--- src/rtl/jesd204_rx_sync_header_lock_ctrl.sv ---
// 64B66B sync-header block-lock controller: hunts for header alignment by
// pulsing rxgearboxslip, declares block_lock, and monitors for loss of lock.
//
// state        | meaning
// -------------+---------------------------------------------------------
// ST_IDLE      | disabled or in reset; counters cleared, outputs low
// ST_HUNT      | counting consecutive valid headers toward lock
// ST_SLIP_WAIT | slip just issued; headers ignored until the gearbox settles
// ST_LOCKED    | aligned; invalid headers counted per monitoring window
module jesd204_rx_sync_header_lock_ctrl #(
    parameter int SH_CNT_LOCK    = 64,
    parameter int SH_WINDOW      = 64,
    parameter int SH_INVALID_MAX = 16,
    parameter int SLIP_WAIT      = 32
) (
    input  logic       clk,
    input  logic       resetn,
    input  logic       enable,
    input  logic       header_valid,
    input  logic [1:0] header,
    output logic       rxgearboxslip,
    output logic       block_lock,
    output logic       lock_lost,
    output logic [7:0] slip_count,
    output logic [1:0] state
);

    localparam int SHW  = $clog2(SH_CNT_LOCK) + 1;
    localparam int WINW = $clog2(SH_WINDOW) + 1;
    localparam int INVW = $clog2(SH_INVALID_MAX) + 1;

    // Compare against "limit - 1" so a counter never has to hold its limit.
    localparam logic [SHW-1:0]  SH_LAST   = SHW'(SH_CNT_LOCK - 1);
    localparam logic [WINW-1:0] WIN_LAST  = WINW'(SH_WINDOW - 1);
    localparam logic [INVW-1:0] INV_LAST  = INVW'(SH_INVALID_MAX - 1);
    localparam logic [7:0]      WAIT_LOAD = 8'(SLIP_WAIT);

    typedef enum logic [1:0] {
        ST_IDLE      = 2'd0,
        ST_HUNT      = 2'd1,
        ST_SLIP_WAIT = 2'd2,
        ST_LOCKED    = 2'd3
    } state_t;

    state_t          state_q;
    logic [SHW-1:0]  sh_cnt_q;
    logic [WINW-1:0] win_cnt_q;
    logic [INVW-1:0] inv_cnt_q;
    logic [7:0]      wait_cnt_q;
    logic [7:0]      slip_count_q;
    logic            rxgearboxslip_q;
    logic            block_lock_q;
    logic            lock_lost_q;

    logic            hdr_bad_d;
    logic            hdr_good_d;
    logic [7:0]      slip_count_d;

    always_comb begin
        hdr_bad_d    = header_valid && (header[1] == header[0]);
        hdr_good_d   = header_valid && (header[1] != header[0]);
        slip_count_d = (slip_count_q == 8'hFF) ? slip_count_q : slip_count_q + 8'd1;
    end

    always_ff @(posedge clk or negedge resetn) begin
        if (!resetn) begin
            state_q         <= ST_IDLE;
            sh_cnt_q        <= '0;
            win_cnt_q       <= '0;
            inv_cnt_q       <= '0;
            wait_cnt_q      <= '0;
            slip_count_q    <= '0;
            rxgearboxslip_q <= 1'b0;
            block_lock_q    <= 1'b0;
            lock_lost_q     <= 1'b0;
        end else begin
            rxgearboxslip_q <= 1'b0;
            lock_lost_q     <= 1'b0;
            if (!enable) begin
                // Disable overrides everything, including a lock-loss on the same header.
                state_q      <= ST_IDLE;
                sh_cnt_q     <= '0;
                win_cnt_q    <= '0;
                inv_cnt_q    <= '0;
                wait_cnt_q   <= '0;
                slip_count_q <= '0;
                block_lock_q <= 1'b0;
            end else begin
                case (state_q)
                    ST_IDLE: begin
                        state_q  <= ST_HUNT;
                        sh_cnt_q <= '0;
                    end
                    ST_HUNT: begin
                        if (hdr_bad_d) begin
                            rxgearboxslip_q <= 1'b1;
                            slip_count_q    <= slip_count_d;
                            wait_cnt_q      <= WAIT_LOAD;
                            sh_cnt_q        <= '0;
                            state_q         <= ST_SLIP_WAIT;
                        end else if (hdr_good_d) begin
                            if (sh_cnt_q == SH_LAST) begin
                                block_lock_q <= 1'b1;
                                sh_cnt_q     <= '0;
                                win_cnt_q    <= '0;
                                inv_cnt_q    <= '0;
                                state_q      <= ST_LOCKED;
                            end else begin
                                sh_cnt_q <= sh_cnt_q + 1'b1;
                            end
                        end
                    end
                    ST_SLIP_WAIT: begin
                        if (wait_cnt_q == 8'd0) begin
                            sh_cnt_q <= '0;
                            state_q  <= ST_HUNT;
                        end else begin
                            wait_cnt_q <= wait_cnt_q - 8'd1;
                        end
                    end
                    ST_LOCKED: begin
                        if (header_valid) begin
                            if (hdr_bad_d && (inv_cnt_q == INV_LAST)) begin
                                block_lock_q    <= 1'b0;
                                lock_lost_q     <= 1'b1;
                                rxgearboxslip_q <= 1'b1;
                                slip_count_q    <= slip_count_d;
                                wait_cnt_q      <= WAIT_LOAD;
                                win_cnt_q       <= '0;
                                inv_cnt_q       <= '0;
                                state_q         <= ST_SLIP_WAIT;
                            end else if (win_cnt_q == WIN_LAST) begin
                                win_cnt_q <= '0;
                                inv_cnt_q <= '0;
                            end else begin
                                win_cnt_q <= win_cnt_q + 1'b1;
                                if (hdr_bad_d) begin
                                    inv_cnt_q <= inv_cnt_q + 1'b1;
                                end
                            end
                        end
                    end
                endcase
            end
        end
    end

    assign rxgearboxslip = rxgearboxslip_q;
    assign block_lock    = block_lock_q;
    assign lock_lost     = lock_lost_q;
    assign slip_count    = slip_count_q;
    assign state         = state_q;

endmodule

--- config.mk ---
export PLATFORM = sky130hd
export DESIGN_NAME = jesd204_rx_sync_header_lock_ctrl
export DESIGN_NICKNAME = d
export VERILOG_FILES = /design/src/rtl/jesd204_rx_sync_header_lock_ctrl.sv
export SDC_FILE = /design/constraint.sdc
export NUM_CORES = 1
export LEC_CHECK = 0
export CORE_AREA = 4 4 82 84
export CTS_BUF_LIST = sky130_fd_sc_hd__clkbuf_4 sky130_fd_sc_hd__clkbuf_8
export DETAILED_ROUTE_END_ITERATION = 10
export DIE_AREA = 0 0 86 88
export GPL_TIMING_DRIVEN = 1
export PLACE_DENSITY_LB_ADDON = 0.1
export SLEW_MARGIN = 20
export SYNTH_ARGS = -nofsm -noshare
export SYNTH_HDL_FRONTEND = slang
export SYNTH_SLANG_ARGS = --single-unit
--- constraint.sdc ---
create_clock -name clk -period 2.98 [get_ports clk]
set_clock_uncertainty 0.1 [all_clocks]
set_input_delay 0.596 -clock clk [delete_from_list [all_inputs] [get_ports clk]]
set_output_delay 0.596 -clock clk [all_outputs]
set_load 0.05 [all_outputs]
# [After elaboration in Yosys (flattened, before gate mapping)]
# Cells that the tools add are included.
[word_totals] n_memories=0 regBits=40 inputBits=6 latchBits=0 mem_bits_rw=0 romBits=0
[op_classes] bitwise_logic=0 eq_ne=23 addsub=5 n_reduce_logical=12 n_mux=57 order_cmp=0 n_shift=0 multipliers=0 div=0
[ops] operator="$mux 7" count=12
[ops] operator="$mux 8" count=10
[ops] operator="$mux 5" count=8
[ops] operator="$ne 3x3->1 const B" count=8
[ops] operator="$pmux 8 s3" count=1
[ops] operator="$pmux 7 s3" count=1
[ops] operator="$pmux 8 s2" count=1
[ops] operator="$reduce_and 5->1" count=3
[ops] operator="$add 7x1->7 const B" count=2
[ops] operator="$eq 7x6->1 const B" count=2
[ops] operator="$mux 2" count=7
[ops] operator="$pmux 7 s2" count=1
[ops] operator="$mux 1" count=12
[ops] operator="$reduce_and 6->1" count=2
[ops] operator="$pmux 5 s2" count=1
[ops] operator="$add 8x1->8 const B" count=1
[ops] operator="$eq 8x8->1 const B" count=1
[ops] operator="$logic_not 8->1" count=1
[ops] operator="$ne 4x1->1 const B" count=2
[ops] operator="$ne 4x4->1 const B" count=2
[ops] operator="$pmux 2 s4" count=1
[ops] operator="$sub 8x1->8 const B" count=1
[ops] operator="$add 5x1->5 const B" count=1
[ops] operator="$eq 5x4->1 const B" count=1
[ops] operator="11 further kinds" count=15

# [Longest topological paths before layout]
# Gate-level depths: netlist of the first run.
[logic_depth] word_depth=8 ltp_mapped=8

# [Least setup slack after synthesis of the first run]
# OpenSTA, ideal clock, no wires.
[synth_timing] path_kind="register to register" start="register state_q[0] (netlist: state[0])" end="register sh_cnt_q[5]" path_slack_ns=0.536 path_buffers=0 path_stages_with_launch=8 synth_period_minus_slack_ns=2.444 required_ns=2.793 arrival_time_ns=2.258 path_cell_list="dfrtp_1 -> inv_1 -> ha_1 -> nand2_1 -> a21oi_2 -> or3_4 -> or4_1 -> o211ai_1"
[synth_via] elab_chain_cells=3
[synth_lines] element="start, declared" line="45" rtl="state_t state_q;"
[synth_lines] element="start signal, assigned" line="67" rtl="state_q <= ST_IDLE;"
[synth_lines] element="start signal, assigned" line="81" rtl="state_q <= ST_IDLE;"
[synth_lines] element="start signal, assigned" line="91" rtl="state_q <= ST_HUNT;"
[synth_lines] element="$eq 2x2->1, or another cell as far along" line="89" rtl="case (state_q)"
[synth_lines] element="$ne 4x1->1 (no source line), or another cell as far along"
[synth_lines] element="$reduce_and 3->1 (no source line) / $mux 7 (equally long branches)"
[synth_lines] element="end signal, assigned" line="109" rtl="sh_cnt_q <= sh_cnt_q + 1'b1;"
[synth_lines] element="end, declared" line="46" rtl="logic [SHW-1:0] sh_cnt_q;"
# Parallel ways exist; a longest one is shown, timed or not.
# A chain may end at the register's enable or synchronous reset.

# [Worst setup path in the final report of the first run]
[layout_timing] start="input enable" end="register sh_cnt_q[5]"
[layout_via] elab_chain_cells=2
[layout_lines] element="start, declared" line="18" rtl="input logic enable,"
[layout_lines] element="$ne 4x1->1 (no source line), or another cell as far along"
[layout_lines] element="$reduce_and 3->1 (no source line)"
# Parallel ways exist; a longest one is shown, timed or not.

==> flow_metrics.tcl, run 1 <==
set metrics [dict create \
    cap_viol_max_count 0 \
    syn_nets 268 \
    fillers 588 \
    setup_ws_ns 0.501 \
    dp_hpwl_um 3690 \
    start_kind "input port" \
    tns_ns 0 \
    yosys-top-cells-area "dfrtp_1 43%, ha_1 5.9%, o21ai_0 5.4%, nand2_1 5.2%, nand3_1 3.4%" \
    drc 0 \
    synth_compound_area_share_pct 19.8 \
    fp.dieH_um 88 \
    tightest_slew_ns 0.918 \
    postCtsResizedCells 0 \
    worstSkewPairLatency_ns 0.29 \
    grt-ovfl-total 0 \
    grt_start_max_net_pins 41 \
    r2r_end "inv_cnt_q[3]" \
    num_io_pins 19 \
    syn_area_mm2 0.00233 \
    fin_nets 296 \
    dp_slack_ns 0.198 \
    hold_path.class "in2async" \
    synthAdderAreaFrac_pct 5.90 \
    synth_top_family_by_area "simple AND/OR/NAND/NOR gates" \
    hold_violations 0 \
    clk_path_buf_depth 2 \
    drive_gt1_share_pct 11.4 \
    num_antenna_cells 0 \
    reg2reg_from "inv_cnt_q[0]" \
    rsz0062_at_grt "no" \
    dr.pass1.iters 4 \
    post-cts-setup-buffers 0 \
    peakVddDrop_v 0.000523 \
    syn_inst 251 \
    synthDominantCellAreaShare_pct 42.9 \
    first_global_vias 1875 \
    routed_wl_um 5130 \
    vias 1913 \
    slew_violations 0 \
    cp.arrival_ns 2.58 \
    async_flop_share_pct 100 \
    synth_mux_area_share_pct 1.34 \
    cts_hold_buf 0 \
    synth-warning-count 0 \
    clock.fmax_ghz 0.403 \
    grt_pass1_wl_um 9010 \
    detail_route.iter0.violations 109 \
    vias_per_cell 5.39 \
    die_area_mm2 0.00757 \
    clock-sinks 40 \
    ctsRootBufferMaster "clkbuf_8" \
    htreeDepth 2 \
    initial_core_util_pct 39.4 \
    area.growth.synth_to_final_pct 17.6 \
    core_area_mm2 0.00592 \
    yosysSeqAreaShare_pct 42.9 \
    leakagePower_nw 1.19 \
    worstPathRequired_ns 3.09 \
    fp-row-count 28 \
    synth_cell_type_count 54 \
    finalSetupViolCount 0 \
    ys_ff_latch 40 \
    yosys.area_share.simple_pct 25.4 \
    synth-edff-count 0 \
    wire_per_inst_um 14.4 \
    yosysTopAreaCell "dfrtp_1" \
    reg2regPathDepth 8 \
    gp_congestion 0.785 \
    die_w_um 86 \
    power_density_mw_per_mm2 790 \
    status "finished, final reports clean" \
    cts_buffers 5 \
    synthFlopType "dfrtp_1" \
    slew_headroom_pct 38.8 \
    grt_antenna_before_repair 0 \
    path_max_fanout 21 \
    synthXorXnorAreaFrac_pct 1.07 \
    finalCritPeriodShare_pct 83.2 \
    io_buffers 18 \
    clk_pin_slew_ns 0.08 \
    endpoint_kind "register" \
    grt.total_usage_pct 14.9 \
    rrSetupSlack_ns 0.59 \
    ant_nets 0 \
    layout_min_cycle_time_ns 2.48 \
    syn_avg_cell_area_um2 9.29 \
    cts_tree "yes" \
    critical_path_class "in2reg" \
]
[how the worst max path moves through the flow]
stage                     to  startpoint  depth (start not counted)
6_report         sh_cnt_q[5]      enable                          7
5_1_grt        slip_count[4]   header[0]                          7
4_1_cts          sh_cnt_q[5]      enable                          7
3_5_place_dp     sh_cnt_q[5]      enable                          7
3_3_place_gp   slip_count[4]   header[0]                          7
2_1_floorplan    sh_cnt_q[5]    state[0]                          7
[cells in the mapped netlist, types with 2 or more instances]
cell type,instances
dfrtp_1,40
nor3b_1,3
nand2b_1,8
and3_1,7
buf_2,2
o21bai_1,2
nor2_1,13
a21oi_1,6
nand3_1,16
nand4_1,3
inv_1,11
mux2i_1,2
nand2_1,32
or4_1,5
o21a_1,2
o31ai_1,7
nor2b_1,2
clkbuf_1,5
o21ai_1,2
nor3_1,3
o21ai_0,25
o211ai_1,4
a41oi_1,2
ha_1,11
nand3b_1,2
o2bb2ai_1,7
a31oi_1,2
[power breakdown]
group          switching [mW]  internal (mW)  total, mW
sequential              0.118          0.632      0.750
combinational           0.608          0.416       1.02
clock                   0.183          0.207      0.391
[stage by stage]
step                power [mW]  std cells  hold slack (ns)  util [%]  instance area, µm²
finish                    2.17        355            0.343      46.3                2740
global placement          1.79        347            0.361      44.6                2640
CTS                       2.20        355            0.382      46.3                2740
floorplan                 1.50        251            0.200         -                2330
global route              2.34        355            0.407      46.3                2740
detailed placement        1.79        347            0.371      44.6                2640
[kinds of logic after synthesis]
| group | Yosys count |
|---|---|
| DFF | 40 |
| xor gates and xnor gates | 2 |
| AOI/OAI and AO/OA | 69 |
| muxes | 3 |
| and+or+nand+nor | 107 |
| buffers and inverters | 19 |
| adders and majority gates | 11 |
[critical path, cell delays in order]
cell             delay (ns)
clkdlybuf4s50_1        0.50
buf_4                  0.25
nand2_1                0.12
a21oi_2                0.04
or3_4                  0.45
or4_1                  0.51
o211ai_1               0.10
[metal layers]
layer | part of all wire [%] | track usage [%]
met1 | 52 | 21.3
met2 | 43 | 22.6
met3 | 3.4 | 3.01
met4 | 1.2 | 4.75
met5 | 0 | 0
[area by class of cell]
class	count	area (µm²)	area share (%)
flip-flops and latches	40	1000	36.5
inverters	11	41.3	1.51
clock buffers	8	97.6	3.56
multi-input cells	192	1250	45.6
well taps	75	93.8	3.42
repair buffers	29	258	9.41
[cell usage in the layout, fill, tap and decap left out, types with 2 or more instances in the layout]
cell type        instances
buf_4                   11
nand4_1                  3
ha_1                    11
a41oi_1                  2
and3_1                   7
o31ai_1                  7
inv_1                   11
o21a_1                   2
o21bai_1                 2
o2bb2ai_1                7
clkdlybuf4s50_1         17
o21ai_0                 25
or4_1                    5
nand2b_1                 8
nor2_1                  13
a31oi_1                  2
nand2_1                 32
o21ai_1                  2
clkbuf_4                 2
nand3_1                 16
nor2b_1                  2
clkbuf_8                 6
nor3b_1                  3
a21oi_1                  6
nor3_1                   3
o211ai_1                 4
mux2i_1                  2
nand3b_1                 2
dfrtp_1                 40
[state kept, by name (all words and copies together) (netlist names)]
name / count
block_lock: 1
inv_cnt_q: 5
lock_lost: 1
rxgearboxslip: 1
sh_cnt_q: 7
slip_count: 8
state: 2
wait_cnt_q: 8
win_cnt_q: 7
(Power assumes the default switching activity.)
==> inputs of run 2 (changes only) <==
- clock period: 2.98 -> 2.1 ns (I/O delays scaled with it)
==> flow_metrics.tcl, run 2 (same netlist as run 1, synthesis figures left out) <==
set metrics [dict create \
    cp.arrival_ns 2.23 \
    ctsRootBufferMaster "clkbuf_8" \
    cp_common_cell "ha_4" \
    multi_input_area_mm2 0.00149 \
    wire_per_inst_um 14.2 \
    tns_ns -0.000348 \
    fillers 527 \
    detail_route.iter0.violations 75 \
    die_area_mm2 0.00757 \
    clk_pin_slew_ns 0.08 \
    cts_hold_buf 0 \
    critPathSlowestCell "or4b_1" \
    seqCellArea_mm2 0.00101 \
    layout_commonest_cell "buf_4" \
    violations "setup timing" \
    placed_cells 397 \
    fp-row-count 28 \
    critPathMaxStageDelay_ns 0.45 \
    fin_nets 359 \
    critical_path_class "reg2reg" \
    status "complete, but fails checks" \
    first_global_vias 2131 \
    vias_per_cell 5.22 \
    grt.total_usage_pct 16.1 \
    finalCritPeriodShare_pct 100 \
    finalSetupViolCount 1 \
    hold_path.class "in2async" \
    worstPathRequired_ns 2.23 \
    hold_ws_ns 0.0898 \
    cap_viol_max_count 0 \
    initial_core_util_pct 39.4 \
    dp_slack_ns -0.392 \
    gp_congestion 0.797 \
    rsz0062_at_grt "yes" \
    postLayoutCoreUtil_pct 58.4 \
    num_antenna_cells 0 \
    instances_no_fill 418 \
    cts_tree "yes" \
    grt_pass1_wl_um 9780 \
    clock-sinks 40 \
    num_io_pins 19 \
    vias 2183 \
    ant_nets 0 \
    postPlaceCellArea_mm2 0.00306 \
    leakagePower_nw 1.59 \
    endpoint_kind "register" \
    core_area_mm2 0.00592 \
    area.growth.synth_to_final_pct 48.4 \
    final_cell_area_mm2 0.00346 \
    tightest_slew_ns 0.545 \
    clock.fmax_ghz 0.476 \
    start_kind "register" \
    grt_start_max_net_pins 41 \
    htreeDepth 2 \
    worstPathCellList "ha_4, and3_4, ha_4, a31o_4, nand4_1, buf_4, or4b_1, nand3_1" \
    slew_violations 0 \
    cts_buffers 5 \
    clk_path_buf_depth 2 \
    layout_min_cycle_time_ns 2.10 \
    power_density_mw_per_mm2 1110 \
    setup_ws_ns -0.000348 \
    dp_hpwl_um 4080 \
    mostFrequentLayoutCells "78 x buf_4, 36 x dfrtp_1, 28 x nand2_1, 17 x o21ai_0, 14 x nand3_1" \
    peakVddDrop_v 0.000819 \
    die_w_um 86 \
    io_buffers 18 \
    reg2regPathDepth 8 \
    grt_antenna_before_repair 0 \
    hold_violations 0 \
    routed_wl_um 5930 \
    finalPower_mw 3.83 \
    drive_gt1_share_pct 41.4 \
    path_max_fanout 4 \
    fp.dieH_um 88 \
    drc 0 \
    grt-ovfl-total 0 \
    dr.pass1.iters 4 \
    worstSkewPairLatency_ns 0.29 \
    slew_headroom_pct 63.7 \
]
## run 2: changes by cell type in the layout (fill, tap and decap cells not counted), moves of 4 or more
cell,previous run,this run
buf_4,11,78
clkdlybuf4s50_1,17,3
dfrtp_1,40,36
ha_1,11,4
ha_4,0,7
inv_1,11,7
nand2_1,32,28
o21ai_0,25,17
## run 2: where the power goes
part	internal (mW)	switching (mW)
registers	0.908	0.137
logic	1.06	1.15
clock network	0.294	0.271
## run 2: path summary, 6_finish.rpt
check | from | to | slack (ns)
min in group clk | sh_cnt_q[6] | sh_cnt_q[6] | 0.38
worst min register to register | sh_cnt_q[6] | sh_cnt_q[6] | 0.38
worst min-delay path | resetn | sh_cnt_q[3] | 0.09
worst max-delay path | inv_cnt_q[0] | slip_count[4] | -0.0003
max in group asynchronous | resetn | state[0] | 1.39
worst max register to register | inv_cnt_q[0] | slip_count[4] | -0.0003
## run 2: worst max-delay path: cells and delay by family, from the launching register on
family,cells,cell delay [ns]
AND/OR/NAND/NOR,4,0.87
AO/OA/AOI/OAI,1,0.16
flip-flops,1,0.39
buffers and inverters,1,0.20
adder cells (fa/ha/maj),2,0.31
## run 2: what timing repair did
| item | CTS | global route |
|---|---|---|
| pin swaps | 15 | 11 |
| setup buffers | 6 | 7 |
| cloned | 0 | 0 |
| setup endpoints to repair | 28 | 29 |
| resized for setup | 21 | 35 |
## run 2: per-layer routing
| layer | up-vias | share of wire, % | GRT usage [%] |
|---|---|---|---|
| met5 | - | 0 | 0 |
| met4 | 0 | 0.89 | 4.32 |
| met3 | 7 | 2.2 | 2.92 |
| met2 | 21 | 48 | 27.0 |
| met1 | 1050 | 48 | 21.4 |
| li1 | 1105 | - | - |
## run 2: final cells by class
type | instances | share of cell area [%]
flip-flops and latches | 40 | 29.2
clock buffers | 8 | 2.82
well taps | 75 | 2.71
inverters | 11 | 1.27
repair buffers | 92 | 21.0
multi-input cells | 192 | 43.1
